## src/rtl/ap_ctrl_hs_driver.sv

```systemverilog
// Generic show-ahead FIFO used to hold per-call issue timestamps.
// Latency: a pushed word is visible at pop_dat the cycle after the push.
// Backpressure: none internally; the caller must not push when full or pop when empty.
module ap_ctrl_hs_fifo #(
    parameter int W     = 32,
    parameter int DEPTH = 4,
    parameter int AW    = (DEPTH > 1) ? $clog2(DEPTH) : 1,
    parameter int CW    = $clog2(DEPTH + 1)
) (
    input  logic          core_clk,
    input  logic          arst_n,
    input  logic          clr,
    input  logic          push_vld,
    input  logic [W-1:0]  push_dat,
    input  logic          pop_vld,
    output logic [W-1:0]  pop_dat,
    output logic [CW-1:0] count
);

    logic [W-1:0]  mem_q [DEPTH];
    logic [W-1:0]  mem_d [DEPTH];
    logic [AW-1:0] wr_ptr_q, wr_ptr_d;
    logic [AW-1:0] rd_ptr_q, rd_ptr_d;
    logic [CW-1:0] count_q, count_d;

    // Pointers wrap explicitly so non-power-of-2 depths also work.
    function automatic logic [AW-1:0] ptr_inc(input logic [AW-1:0] p);
        return (p == AW'(DEPTH - 1)) ? '0 : p + AW'(1);
    endfunction

    // Next-state for storage, pointers and occupancy; clr empties the FIFO.
    always_comb begin
        mem_d    = mem_q;
        wr_ptr_d = wr_ptr_q;
        rd_ptr_d = rd_ptr_q;
        count_d  = count_q;
        if (clr) begin
            wr_ptr_d = '0;
            rd_ptr_d = '0;
            count_d  = '0;
        end else begin
            if (push_vld) begin
                mem_d[wr_ptr_q] = push_dat;
                wr_ptr_d        = ptr_inc(wr_ptr_q);
            end
            if (pop_vld) begin
                rd_ptr_d = ptr_inc(rd_ptr_q);
            end
            if (push_vld && !pop_vld) begin
                count_d = count_q + CW'(1);
            end else if (!push_vld && pop_vld) begin
                count_d = count_q - CW'(1);
            end
        end
    end

    // State registers.
    always_ff @(posedge core_clk or negedge arst_n) begin
        if (!arst_n) begin
            for (int i = 0; i < DEPTH; i++) begin
                mem_q[i] <= '0;
            end
            wr_ptr_q <= '0;
            rd_ptr_q <= '0;
            count_q  <= '0;
        end else begin
            mem_q    <= mem_d;
            wr_ptr_q <= wr_ptr_d;
            rd_ptr_q <= rd_ptr_d;
            count_q  <= count_d;
        end
    end

    assign pop_dat = mem_q[rd_ptr_q];
    assign count   = count_q;

endmodule

// ap_ctrl_hs initiator: issues N calls to a child kernel, measures per-call latency and run time.
// Latency: first ap_start in the cycle after cfg_start; run_done one cycle after the final done.
// Backpressure: ap_start held until ap_ready; issue stalls while OUTS_DEPTH calls are outstanding.
module ap_ctrl_hs_driver #(
    parameter int CNT_W      = 32,
    parameter int CALL_W     = 16,
    parameter int OUTS_DEPTH = 4
) (
    input  logic              ap_clk,
    input  logic              ap_rst_n,
    input  logic              cfg_start,
    input  logic [CALL_W-1:0] cfg_num_calls,
    output logic              busy,
    output logic              run_done,
    output logic              child_ap_start,
    input  logic              child_ap_ready,
    input  logic              child_ap_done,
    output logic [CALL_W-1:0] calls_issued,
    output logic [CALL_W-1:0] calls_completed,
    output logic [CNT_W-1:0]  last_latency,
    output logic [CNT_W-1:0]  max_latency,
    output logic [CNT_W-1:0]  total_cycles,
    output logic              err_protocol
);

    localparam int OCC_W = $clog2(OUTS_DEPTH + 1);

    localparam logic [1:0] ST_IDLE  = 2'd0;
    localparam logic [1:0] ST_ISSUE = 2'd1;
    localparam logic [1:0] ST_DRAIN = 2'd2;
    localparam logic [1:0] ST_DONE  = 2'd3;

    logic [1:0]        state_q, state_d;
    logic [CALL_W-1:0] num_q, num_d;
    logic [CALL_W-1:0] issued_q, issued_d;
    logic [CALL_W-1:0] completed_q, completed_d;
    logic [CNT_W-1:0]  last_lat_q, last_lat_d;
    logic [CNT_W-1:0]  max_lat_q, max_lat_d;
    logic [CNT_W-1:0]  total_q, total_d;
    logic [CNT_W-1:0]  cyc_q, cyc_d;
    logic              err_q, err_d;
    logic              hold_q, hold_d;

    logic              fifo_clr;
    logic              fifo_push;
    logic              fifo_pop;
    logic [CNT_W-1:0]  fifo_head;
    logic [OCC_W-1:0]  fifo_count;
    logic              fifo_empty;

    logic              can_issue;
    logic              accept;
    logic              done_take;
    logic              bypass;
    logic [CNT_W-1:0]  lat;
    logic [CALL_W-1:0] issued_inc;
    logic [CALL_W-1:0] completed_inc;

    // Handshake decode. ap_start is a pure function of registered state so that
    // reset drops it immediately and a child may answer combinationally.
    always_comb begin
        fifo_empty     = (fifo_count == '0);
        can_issue      = (issued_q < num_q) && (fifo_count < OCC_W'(OUTS_DEPTH));
        child_ap_start = (state_q == ST_ISSUE) && (hold_q || can_issue);
        accept         = child_ap_start && child_ap_ready;
        // A done is only legal against an outstanding call or the one accepted now.
        done_take      = ((state_q == ST_ISSUE) || (state_q == ST_DRAIN)) &&
                         child_ap_done && (!fifo_empty || accept);
        bypass         = done_take && fifo_empty;
        fifo_push      = accept && !bypass;
        fifo_pop       = done_take && !fifo_empty;
        fifo_clr       = (state_q == ST_IDLE) && cfg_start;
        lat            = bypass ? '0 : (cyc_q - fifo_head);
        issued_inc     = issued_q + CALL_W'(1);
        completed_inc  = completed_q + CALL_W'(1);
        hold_d         = child_ap_start && !child_ap_ready;
    end

    // Run FSM, statistics and protocol checking.
    always_comb begin
        state_d     = state_q;
        num_d       = num_q;
        issued_d    = issued_q;
        completed_d = completed_q;
        last_lat_d  = last_lat_q;
        max_lat_d   = max_lat_q;
        total_d     = total_q;
        cyc_d       = cyc_q;
        err_d       = err_q;
        case (state_q)
            ST_IDLE: begin
                if (cfg_start) begin
                    num_d       = cfg_num_calls;
                    issued_d    = '0;
                    completed_d = '0;
                    last_lat_d  = '0;
                    max_lat_d   = '0;
                    total_d     = '0;
                    cyc_d       = '0;
                    err_d       = 1'b0;
                    state_d     = (cfg_num_calls == '0) ? ST_DONE : ST_ISSUE;
                end
            end
            ST_ISSUE, ST_DRAIN: begin
                cyc_d = cyc_q + CNT_W'(1);
                if (accept) begin
                    issued_d = issued_inc;
                end
                if (done_take) begin
                    completed_d = completed_inc;
                    last_lat_d  = lat;
                    if (lat > max_lat_q) begin
                        max_lat_d = lat;
                    end
                end
                // The final done can land in ISSUE only as a bypass of call N.
                if (done_take && (completed_inc == num_q)) begin
                    state_d = ST_DONE;
                    total_d = cyc_q + CNT_W'(1);
                end else if ((state_q == ST_ISSUE) && accept && (issued_inc == num_q)) begin
                    state_d = ST_DRAIN;
                end
            end
            ST_DONE: begin
                state_d = ST_IDLE;
            end
            default: begin
                state_d = ST_IDLE;
            end
        endcase
        // Any done that cannot be matched to a call is a protocol error.
        if (child_ap_done && !done_take) begin
            err_d = 1'b1;
        end
    end

    // State registers.
    always_ff @(posedge ap_clk or negedge ap_rst_n) begin
        if (!ap_rst_n) begin
            state_q     <= ST_IDLE;
            num_q       <= '0;
            issued_q    <= '0;
            completed_q <= '0;
            last_lat_q  <= '0;
            max_lat_q   <= '0;
            total_q     <= '0;
            cyc_q       <= '0;
            err_q       <= 1'b0;
            hold_q      <= 1'b0;
        end else begin
            state_q     <= state_d;
            num_q       <= num_d;
            issued_q    <= issued_d;
            completed_q <= completed_d;
            last_lat_q  <= last_lat_d;
            max_lat_q   <= max_lat_d;
            total_q     <= total_d;
            cyc_q       <= cyc_d;
            err_q       <= err_d;
            hold_q      <= hold_d;
        end
    end

    ap_ctrl_hs_fifo #(
        .W     (CNT_W),
        .DEPTH (OUTS_DEPTH)
    ) u_ts_fifo (
        .core_clk (ap_clk),
        .arst_n   (ap_rst_n),
        .clr      (fifo_clr),
        .push_vld (fifo_push),
        .push_dat (cyc_q),
        .pop_vld  (fifo_pop),
        .pop_dat  (fifo_head),
        .count    (fifo_count)
    );

    assign busy            = (state_q != ST_IDLE);
    assign run_done        = (state_q == ST_DONE);
    assign calls_issued    = issued_q;
    assign calls_completed = completed_q;
    assign last_latency    = last_lat_q;
    assign max_latency     = max_lat_q;
    assign total_cycles    = total_q;
    assign err_protocol    = err_q;

endmodule
```

## config.mk

```make
export PLATFORM = sky130hd
export DESIGN_NAME = ap_ctrl_hs_driver
export DESIGN_NICKNAME = d
export VERILOG_FILES = /design/src/rtl/ap_ctrl_hs_driver.sv
export SDC_FILE = /design/constraint.sdc
export NUM_CORES = 1
export LEC_CHECK = 0
export ABC_CLOCK_PERIOD_IN_PS = 10650
export CORE_AREA = 2 2 195 197
export DETAILED_ROUTE_END_ITERATION = 12
export DIE_AREA = 0 0 197 199
export PLACE_DENSITY_LB_ADDON = 0.3
export REMOVE_ABC_BUFFERS = 1
export SYNTH_ARGS = -nofsm -noshare
export SYNTH_HDL_FRONTEND = slang
export SYNTH_SLANG_ARGS = --single-unit
```

## constraint.sdc

```tcl
create_clock -name ap_clk -period 10.65 [get_ports ap_clk]
set_clock_uncertainty 0.2 [all_clocks]
set_input_delay 2.13 -clock ap_clk [delete_from_list [all_inputs] [get_ports ap_clk]]
set_output_delay 2.13 -clock ap_clk [all_outputs]
set_load 0.02 [all_outputs]
```

==> results of run 1 <==
==> sequential cells by signal, summed over array words and instances (netlist names) <==
| signal | cells |
|---|---|
| err_protocol | 1 |
| u_ts_fifo.mem_q | 128 |
| max_latency | 32 |
| u_ts_fifo.count | 3 |
| u_ts_fifo.rd_ptr_q | 2 |
| state_q | 2 |
| calls_completed | 16 |
| cyc_q | 32 |
| hold_q | 1 |
| num_q | 16 |
| total_cycles | 32 |
| calls_issued | 16 |
| last_latency | 32 |
| u_ts_fifo.wr_ptr_q | 2 |
==> power by group through the flow <==
| stage | clock network (mW) | logic, mW | registers (mW) |
|---|---|---|---|
| floorplan | 0 | 2.35 | 1.72 |
| global placement | 0 | 3.66 | 1.66 |
| detailed placement | 0 | 3.73 | 1.67 |
| CTS | 1.34 | 3.75 | 1.65 |
| global route | 1.38 | 4.17 | 1.67 |
| finish | 1.31 | 3.77 | 1.65 |
==> placed cells by master, fill, tap and decap left out, drive strengths merged, types with 13 or more instances in the layout <==
| cell | instances |
|---|---|
| xnor2 | 49 |
| xor2 | 43 |
| inv | 106 |
| a21oi | 67 |
| o311ai | 26 |
| clkdlybuf4s50 | 151 |
| a21o | 21 |
| nand3 | 63 |
| o21ai | 151 |
| and2 | 13 |
| clkbuf | 51 |
| buf | 18 |
| mux2 | 119 |
| a22o | 35 |
| nor2 | 85 |
| nand2 | 241 |
| or3 | 14 |
| a211oi | 13 |
| o211ai | 13 |
| nand2b | 14 |
| nor3 | 56 |
| ha | 90 |
| o31ai | 20 |
| and3 | 25 |
| mux4 | 32 |
| nand4 | 32 |
| dfrtp | 315 |
==> metal layers <==
layer | part of all wire, % | wire length [microns] | vias up | track usage [%]
li1 | - | - | 6913 | -
met1 | 44 | 22400 | 7277 | 35.4
met2 | 47 | 23600 | 427 | 42.0
met3 | 5.7 | 2860 | 93 | 4.48
met4 | 3.5 | 1750 | 0 | 10.6
met5 | 0 | 0 | - | 0
==> worst max-delay path: stages (launching register included) <==
cell	delay, ps
dfrtp_2	340
buf_4	440
mux4_2	300
ha_1	160
inv_1	60
fa_1	420
a211oi_1	290
o21ai_0	180
a211oi_1	510
a211oi_1	270
a311o_1	400
a211oi_1	260
xnor2_1	270
and2_1	200
ha_1	240
nand4_1	100
nor2_1	80
and3_1	200
o22ai_1	150
o2111ai_1	180
o21ai_4	480
buf_4	410
nor2_1	150
a22o_1	240
==> cell type report <==
cell class | count | area (sq um) | area share (%)
Inverter | 104 | 390 | 1.82
Clock inverter | 12 | 170 | 0.795
Tap cell | 474 | 593 | 2.77
Multi-Input combinational cell | 1344 | 9650 | 45.1
Sequential cell | 315 | 7890 | 36.8
Timing Repair Buffer | 169 | 1650 | 7.73
Clock buffer | 51 | 1070 | 4.99
==> cell families (layout without fill, tap and decap cells) <==
logic type,Yosys count,after routing
adders and majority gates,92,92
AOI/OAI and AO/OA,414,414
buffers and inverters,229,336
and+or+nand+nor,582,582
DFF,315,315
xor gates and xnor gates,93,93
muxes,163,163
==> per-stage QoR <==
stage | area [sq um] | hold slack, ps | power [mW] | setup WS [ps] | util, %
6_report | 21400 | 285 | 6.73 | 3970 | 57.7
5_1_grt | 21400 | 309 | 7.22 | 3520 | 57.7
4_1_cts | 21400 | 283 | 6.74 | 4000 | 57.7
3_5_place_dp | 20200 | 268 | 5.40 | 3840 | 54.3
3_3_place_gp | 20200 | 257 | 5.32 | 3900 | 54.3
2_1_floorplan | 17900 | 245 | 4.07 | 2510 | -
==> Yosys cell counts, drive strengths merged, types with 4 or more instances <==
master / n / area, sq um
clkbuf: 92 / 347
mux2: 119 / 1340
and4: 4 / 35.0
a21oi: 67 / 335
and2: 13 / 81.3
o31ai: 20 / 150
o311ai: 26 / 235
nor2b: 7 / 43.8
o22ai: 5 / 31.3
buf: 33 / 160
o21bai: 5 / 37.5
ha: 90 / 1130
o211ai: 13 / 97.6
o21a: 7 / 52.6
mux2i: 12 / 120
mux4: 32 / 721
nor4: 9 / 56.3
nand3: 63 / 315
a31oi: 7 / 43.8
nand4: 32 / 206
and3: 25 / 156
nor2: 85 / 319
o21ai: 151 / 756
xnor2: 49 / 429
a21boi: 4 / 30.0
a211o: 7 / 61.3
xor2: 43 / 377
inv: 104 / 390
nor3: 56 / 285
a211oi: 13 / 103
nor3b: 7 / 57.6
a22o: 35 / 307
nand2b: 14 / 87.6
o2111ai: 6 / 52.6
a21o: 21 / 158
nand2: 241 / 915
dfrtp: 315 / 7880
or3: 14 / 87.6
==> worst paths after layout <==
kind / startpoint / end / slack [ps]
worst min-delay path: last_latency[14] / last_latency[14] / 290
worst min register to register: last_latency[14] / last_latency[14] / 290
min in group asynchronous: ap_rst_n / calls_issued[8] / 1350
worst max register to register: u_ts_fifo.rd_ptr_q[1] / max_latency[21] / 3970
max in group asynchronous: ap_rst_n / u_ts_fifo.mem_q[15] / 7240
worst max-delay path: u_ts_fifo.rd_ptr_q[1] / max_latency[21] / 3970
==> results by group, run 1 <==
Power and ir drop
  – Maximum vdd drop: 0.174 mV
  – Internal power: 3.60 mW
  – Gate power share: 56.0%
  – Sw power: 3.13 mW
  – Leak pwr: 9.46 nW
  – Pwr per Cell Area: around 310 nW/um^2
  – Clk pwr share: 19.5%
  – Sw Share: 46.5%
  – Seq pwr share: 24.5%

Floorplan
  – Die width: between 150 and 200 microns
  – Total Die Area: 39200 sq um
  – Core Region: roughly 37000 sq um
  – Die span in y: roughly 200 microns
  – Site row count: 71
  – IO Pins: 153
  – Starting Density: 49.5%

STA
  – Setup TNS: 0 ps
  – Max_slew headroom: between 15 and 20%
  – Period Utilization, post-route: 62.7%
  – Max Slew Vio Count: 0
  – RSZ-0062 raised after global routing: false
  – Max Clk Rate: 150 MHz
  – Worst slew pin tran: approximately 1200 ps
  – Finish-stage setup viols: 0
  – Minimum clock period: 6680 ps
  – Number of hold violations in the final report: 0

GRT
  – Overall Global Routing Usage: between 20% and 30%
  – Initial antenna violation count: 0
  – Largest net degree at the start of global routing: 95
  – Vias in the first global route: 14500
  – Grt ovf: 0
  – Global-route wire length before repair: 80.1 mm

Clock tree
  – Htree depth: 2
  – Setup Fix Bufs, Post-CTS: 0
  – Hold buffers post-CTS: 0
  – Worst-skew pair later-pin latency: 560 ps
  – CTS resizes: 0
  – CTS tree: yes
  – Clk sinks: around 320
  – Root Buffer: clkbuf_16
  – Num CTS Buffers: 36
  – Clock slew at reported path FFs: around 60 ps
  – CTS Buffer Depth: 3

Critical path
  – Reg2reg path depth: 23
  – Crit Path Max Fanout: 34
  – Crit Path Category: reg -> reg
  – CP arrival: slightly below 7000 ps
  – Crit path required time: 10890 ps
  – Setup crit end kind: flop
  – Critical path launch point type: flop

Synth
  – Post-Synth XOR/XNOR Area: approximately 4.5%
  – Main combinational cell family by area after synthesis: simple AND/OR/NAND/NOR gates
  – Avg Cell Area, Syn: between 9 and 10 sq um
  – Ys Warns: 0
  – Simple-gate share of the synthesized area: roughly 15%
  – Mux contribution to synthesized area: 11.9%
  – Asr flop ratio synth: 100%
  – Top FF cell, synth: dfrtp_1
  – Synth Instances: 1888
  – Post-synthesis sequential area ratio: 42.9%
  – EDFF count, synth: 0
  – Synth cell types: 71
  – Area share of fa/ha/maj cells after synthesis: ~6.3%
  – Cell Area, Synth: 18400 sq um
  – Compound-Gate Fraction of Synth Area: 14.6%
  – Yosys reg bits: 315

Route
  – WL per Instance: 20.5 microns
  – Router iterations before antenna repair: 6
  – Drt initial violations: between 1000 and 1500
  – Via density: 5.96
  – # DRC: 0
  – Routed WL: 50.6 mm
  – ANT nets after route: 0
  – Vias: 14700

Status
  – Outcome: complete, no violations

Run
  – Max-cap violations: 0

Finish
  – Filler cell count: 3196
  – Fin cells: approximately 2500
  – Share of cells above drive strength 1: 12.6%
  – Final nets: about 2100
  – # diodes: 0
  – P&R area growth vs syn: 16.4%

Min path
  – Worst min path class: reg -> reg
  – Hold depth: 2

Placement
  – HPWL Detailed: 35.1 mm
  – Placer Congestion: 0.884
  – Placed Cells: 2406
  – Buffers on Ports: 152
Note: power is estimated with default switching activity, not from simulation.
==> run 2, diff against run 1 <==
--- a/config.mk
+++ b/config.mk
@@ -5,7 +5,7 @@
 export SDC_FILE = /design/constraint.sdc
 export NUM_CORES = 1
 export LEC_CHECK = 0
-export ABC_CLOCK_PERIOD_IN_PS = 10650
+export ABC_CLOCK_PERIOD_IN_PS = 6840
 export CORE_AREA = 2 2 195 197
 export DETAILED_ROUTE_END_ITERATION = 12
 export DIE_AREA = 0 0 197 199
==> constraint.sdc (replaced) <==
create_clock -name ap_clk -period 6.84 [get_ports ap_clk]
set_clock_uncertainty 0.2 [all_clocks]
set_input_delay 1.368 -clock ap_clk [delete_from_list [all_inputs] [get_ports ap_clk]]
set_output_delay 1.368 -clock ap_clk [all_outputs]
set_load 0.02 [all_outputs]
==> run 2 against run 1 <==
Against the previous run: worst hold slack worse by 11 ps; core utilization about the same; combinational power up 58%; non-clock buffer count up 4; critical endpoint is now max_latency[30]; largest cell class unchanged; largest power group unchanged; highest routed layer unchanged.
==> results by group, run 2 (synthesis gave the netlist of run 1 again) <==
Status
  – Outcome: complete, no violations

Route
  – Routed WL: 50.9 mm
  – WL per Instance: 20.6 microns
  – Via density: ~6.1
  – Router iterations before antenna repair: 6
  – ANT nets after route: 0
  – Drt initial violations: 1143
  – # DRC: 0
  – Vias: between 10000 and 15000

Power and ir drop
  – Overall Power: 10.5 mW
  – Pwr per Cell Area: 491 nW/um^2
  – Maximum vdd drop: 0.299 mV
  – Leak pwr: between 9 and 10 nW

Clock tree
  – Clk sinks: 315
  – Worst-skew pair later-pin latency: 540 ps
  – Hold buffers post-CTS: 0
  – Setup Fix Bufs, Post-CTS: 0
  – CTS tree: yes
  – Root Buffer: clkbuf_16
  – Htree depth: 2
  – CTS resizes: 0
  – Num CTS Buffers: 37
  – Clock slew at reported path FFs: 50 ps
  – CTS Buffer Depth: 3

Critical path
  – Critical path launch point type: flop
  – Reg2reg path depth: 23
  – Slowest stage cell, crit path: dfrtp_2
  – Origin of the critical flop-to-flop path: u_ts_fifo.rd_ptr_q[0]
  – Crit path max-delay family: compound AO/OA/AOI/OAI gates
  – Worst path cell trace: buf_4 -> buf_4 -> mux4_2 -> inv_1 -> ha_1 -> a21oi_1 -> o21ai_0 -> a311o_1 -> and2_1 -> a311o_1 -> a211oi_1 -> xnor2_1 -> and2_1 -> ha_1 -> nand4_1 -> nor2_1 -> and3_1 -> o22ai_1 -> o2111ai_1 -> o21ai_4 -> buf_4 -> nor2_1 -> a22o_1
  – Worst path most repeated cell: buf_4
  – Reg-to-reg slack, setup: 660 ps
  – CP arrival: around 6400 ps
  – R2r endpoint: max_latency[30]
  – CP Depth: 23
  – Setup crit end kind: flop
  – Max incr delay on CP: roughly 560 ps
  – Crit Path Category: reg -> reg
  – Crit path required time: 7060 ps
  – Crit Path Max Fanout: 24
  – Buf+Inv Stages, Crit Path: 4

Finish
  – Final nets: between 2000 and 2500
  – Most common cell after layout, fill and taps aside: dfrtp_1
  – Filler cell count: 3184
  – P&R area growth vs syn: 16.5%
  – Fin cells: 2472
  – Max reg flops: approximately 130
  – Finished Cell Area: 21400 sq um
  – Most frequent cells in the layout: dfrtp_1, nand2_1, clkdlybuf4s50_1
  – # diodes: 0
  – Share of cells above drive strength 1: about 13%
  – Top reg by flops: u_ts_fifo.mem_q

STA
  – Max Clk Rate: 162 MHz
  – Setup slack after layout: between 600 and 700 ps
  – Max_slew headroom: about 15%
  – Number of hold violations in the final report: 0
  – RSZ-0062 raised after global routing: false
  – Period Utilization, post-route: 90.3%
  – Worst slew pin tran: 1270 ps
  – Finish-stage setup viols: 0
  – Minimum clock period: 6180 ps
  – Max Slew Vio Count: 0
  – Setup TNS: 0 ps

GRT
  – Global-route wire length before repair: ~80 mm
  – Met1 Use GR: approximately 36%
  – Met2 global-route usage: approximately two fifths
  – Largest net degree at the start of global routing: about 120
  – Overall Global Routing Usage: 26.3%
  – Vias in the first global route: 14800
  – Initial antenna violation count: 0
  – Grt ovf: 0
  – Busiest grt layer: met2
  – Met3 usage: 3.85%

Min path
  – Hold Path Sink: last_latency[27]
  – Worst min path class: reg -> reg
  – Hold wc startpoint: last_latency[27]
  – Hold depth: 2

Floorplan
  – Site row count: 71
  – Core Region: 37100 sq um
  – Starting Density: 49.5%
  – Die span in y: 199 microns
  – IO Pins: about 150
  – Die width: 197 microns
  – Total Die Area: between 30000 and 40000 sq um

Placement
  – HPWL Detailed: around 36 mm
  – Placed Cells: ~2400
  – Buffers on Ports: 152
  – Area after DPL: a little over 20000 sq um
  – Placement Setup Slack: ~670 ps
  – Placer Congestion: approximately 0.9

Run
  – Max-cap violations: 0
## run 2: stage by stage
stage	util [%]	hold WS, ps
3_3_place_gp	54.4	258
2_1_floorplan	-	245
6_report	57.7	274
3_5_place_dp	54.4	269
5_1_grt	57.7	302
4_1_cts	57.7	282
## run 2: where the power goes
group | total (mW) | switching (mW) | internal (mW)
clock | 1.99 | 0.783 | 1.20
combinational | 5.97 | 3.74 | 2.24
sequential | 2.57 | 0.398 | 2.17
## run 2: worst reg2reg max path: cells and delay by family, from the launching register on
family          cells  cell delay (ps)
fa+ha+maj           2              510
compound gates      9             2060
flops               1              560
buf+inv             4             1070
simple gates        6              860
xor+xnor            1              260
mux                 1              520
## run 2: worst max path at each step
stage | end | slack (ps) | from
2_1_floorplan | max_latency[19] | -910 | u_ts_fifo.rd_ptr_q[0]
3_3_place_gp | max_latency[25] | 790 | u_ts_fifo.rd_ptr_q[0]
3_5_place_dp | max_latency[31] | 670 | u_ts_fifo.rd_ptr_q[0]
4_1_cts | max_latency[31] | 680 | u_ts_fifo.rd_ptr_q[0]
5_1_grt | max_latency[21] | 160 | u_ts_fifo.rd_ptr_q[0]
6_report | max_latency[30] | 660 | u_ts_fifo.rd_ptr_q[0]
## run 2: area by class of cell
class,count,area [sq um],area share [%]
multi-input cells,1344,9650,45.0
flip-flops and latches,315,7880,36.8
repair buffers,173,1700,7.92
clock buffers,49,1060,4.96
well taps,474,593,2.77
inverters,104,390,1.82
clock inverters,13,151,0.707
## run 2: per-layer routing
metal  wire length [microns]  vias to the layer above
met4                    1830                        0
met1                   22600                     7429
met3                    2920                      116
met5                       0                        -
li1                        -                     6930
met2                   23500                      520
==> run 3, diff against run 2 <==
--- a/config.mk
+++ b/config.mk
@@ -6,9 +6,9 @@
 export NUM_CORES = 1
 export LEC_CHECK = 0
 export ABC_CLOCK_PERIOD_IN_PS = 6840
-export CORE_AREA = 2 2 195 197
+export CORE_AREA = 2 2 286 288
 export DETAILED_ROUTE_END_ITERATION = 12
-export DIE_AREA = 0 0 197 199
+export DIE_AREA = 0 0 288 290
 export PLACE_DENSITY_LB_ADDON = 0.3
 export REMOVE_ABC_BUFFERS = 1
 export SYNTH_ARGS = -nofsm -noshare
==> run 3 against run 2 <==
Against the previous run: wire length is 17% higher; non-clock buffer count is 2 higher; sequential share of layout area is 1.4 points lower; cell area is 4.0% higher; total power is 2.5% higher; flip-flop and latch count stayed put; critical path type unchanged; first-iteration DRC count is 9.8% lower; fmax is 0.55% lower; combinational power is 2% higher; register-to-register slack worse by 30 ps; clock power is 7% higher; cell count is 24% higher; largest power group unchanged.
==> results by group, run 3 (synthesis gave the netlist of run 1 again) <==
Finish
  – # diodes: 0
  – Most frequent cells in the layout: dfrtp_1, nand2_1, clkdlybuf4s50_1
  – Max reg flops: 128
  – Sequential Area: 7880 sq um
  – Multi-input gate area: 9650 sq um
  – Final nets: 2092
  – Finished Cell Area: 22300 sq um
  – Most common cell after layout, fill and taps aside: dfrtp_1
  – Fin cells: 3064
  – Filler cell count: 8454
  – Top reg by flops: u_ts_fifo.mem_q
  – P&R area growth vs syn: 21.1%
  – Share of cells above drive strength 1: between 10% and 20%

Critical path
  – CP arrival: around 6500 ps
  – Max incr delay on CP: 620 ps
  – Worst path cell trace: buf_4 -> mux4_2 -> inv_1 -> ha_1 -> a21oi_1 -> a21boi_0 -> a311o_1 -> and2_1 -> a31oi_1 -> o21ai_0 -> xnor2_1 -> nor2_1 -> ha_1 -> nand4_1 -> nor2_1 -> and3_1 -> o22ai_1 -> o2111ai_1 -> o21ai_4 -> buf_12 -> or2_2 -> o31ai_1
  – Crit path required time: 7110 ps
  – Critical Path Sink: max_latency[31]
  – Critical path launch point type: flop
  – R2r endpoint: max_latency[31]
  – Setup crit end kind: flop
  – Reg2reg path depth: 22
  – Origin of the critical flop-to-flop path: u_ts_fifo.rd_ptr_q[0]
  – Worst Setup SP: u_ts_fifo.rd_ptr_q[0]
  – Crit Path Max Fanout: 24
  – Crit Path Category: reg -> reg
  – Slowest stage cell, crit path: dfrtp_2
  – Reg-to-reg slack, setup: around 630 ps

Power and ir drop
  – Leak pwr: between 9 and 10 nW
  – Overall Power: 10.8 mW
  – Pwr per Cell Area: 485 nW/um^2
  – Maximum vdd drop: 0.323 mV

Clock tree
  – CTS Buffer Depth: 3
  – Root Buffer: clkbuf_16
  – Clk sinks: 315
  – Htree depth: 2
  – Num CTS Buffers: 39
  – Hold buffers post-CTS: 0
  – Clock slew at reported path FFs: 60 ps
  – Worst-skew pair later-pin latency: 580 ps
  – CTS tree: yes
  – CTS resizes: 0

STA
  – Max Slew Vio Count: 0
  – Minimum clock period: 6210 ps
  – Max Clk Rate: around 160 MHz
  – Max_slew headroom: a little under a quarter
  – Fin Hold WS: 277 ps
  – RSZ-0062 raised after global routing: false
  – Period Utilization, post-route: 90.8%
  – Worst slew pin tran: 1150 ps
  – Finish-stage setup viols: 0
  – Number of hold violations in the final report: 0

Placement
  – Buffers on Ports: approximately 150
  – HPWL Detailed: 42.8 mm
  – Placer Congestion: 0.868
  – Area after DPL: 21000 sq um
  – Placed Cells: 2997

Floorplan
  – Total Die Area: 83500 sq um
  – Starting Density: 22.9%
  – Core Region: 80200 sq um
  – Die width: 288 microns
  – IO Pins: 153
  – Site row count: 104
  – Die span in y: 290 microns

GRT
  – Grt ovf: 0
  – Largest net degree at the start of global routing: between 100 and 150
  – Global-route wire length before repair: 92.5 mm
  – Overall Global Routing Usage: 14.2%
  – Initial antenna violation count: 0
  – Vias in the first global route: 14900

Route
  – Drt initial violations: 1031
  – Vias: 14700
  – Via density: around 4.8
  – Router iterations before antenna repair: 5
  – Routed WL: 59.5 mm
  – WL per Instance: 19.4 microns
  – # DRC: 0
  – ANT nets after route: 0

Status
  – Outcome: complete, no violations

Min path
  – Worst min path class: reg -> reg

Run
  – Max-cap violations: 0
-- run 3: changes by cell type in the layout (fill, tap and decap cells not counted) --
cell,previous run,this run
buf_12,1,3
clkinv_1,1,0
clkbuf_8,5,8
clkinv_2,7,4
clkbuf_16,39,40
clkinv_8,0,1
inv_2,0,1
clkbuf_1,5,7
-- run 3: worst min-delay path by stage --
stage,start,end,slack (ps),cells after the start
5_1_grt,u_ts_fifo.mem_q[73],u_ts_fifo.mem_q[73],300,2
4_1_cts,u_ts_fifo.mem_q[41],u_ts_fifo.mem_q[41],280,2
3_3_place_gp,u_ts_fifo.mem_q[73],u_ts_fifo.mem_q[73],260,2
6_report,u_ts_fifo.mem_q[105],u_ts_fifo.mem_q[105],280,2
3_5_place_dp,u_ts_fifo.mem_q[41],u_ts_fifo.mem_q[41],270,2
2_1_floorplan,u_ts_fifo.mem_q[32],u_ts_fifo.mem_q[32],240,2
-- run 3: per-stage QoR --
step                      TNS, ps  setup slack [ps]  util (%)
final                           0               628      27.8
after global routing            0               181      27.8
after CTS                       0               363      27.8
after detailed placement        0               385      26.2
after global placement          0               525      26.2
after floorplan            -38940              -912         -
-- run 3: final cells by class --
class                           count  area share (%)
Sequential cell                   315            35.4
Timing Repair Buffer              175            7.80
Clock inverter                     11           0.685
Tap cell                         1060            5.95
Clock buffer                       55            5.11
Inverter                          104            1.75
Multi-Input combinational cell   1344            43.3
-- run 3: layer usage --
metal  share of wire [%]  wire length, microns  track usage [%]
met3                 4.9                  2890             2.64
met4                 2.0                  1220             3.60
met5                   0                     0                0
met1                  45                 26600             18.7
met2                  48                 28800             23.7
-- run 3: what timing repair did --
action	CTS	global route
setup buffers	0	1
endpoints found under the hold margin	0	0
endpoints found under the setup margin	0	20
-- run 3: power by group --
group	internal, mW	switching [mW]	total [mW]
Clock	1.27	0.860	2.13
Sequential	2.17	0.419	2.59
Combinational	2.26	3.81	6.07
Total	5.70	5.09	10.8
-- run 3: critical path: cells and delay by family, from the launching register on --
family | cells | cell delay [ps]
simple gates | 6 | 1020
mux | 1 | 570
fa+ha+maj | 2 | 590
flops | 1 | 620
xor+xnor | 1 | 400
buf+inv | 3 | 770
compound gates | 9 | 1910
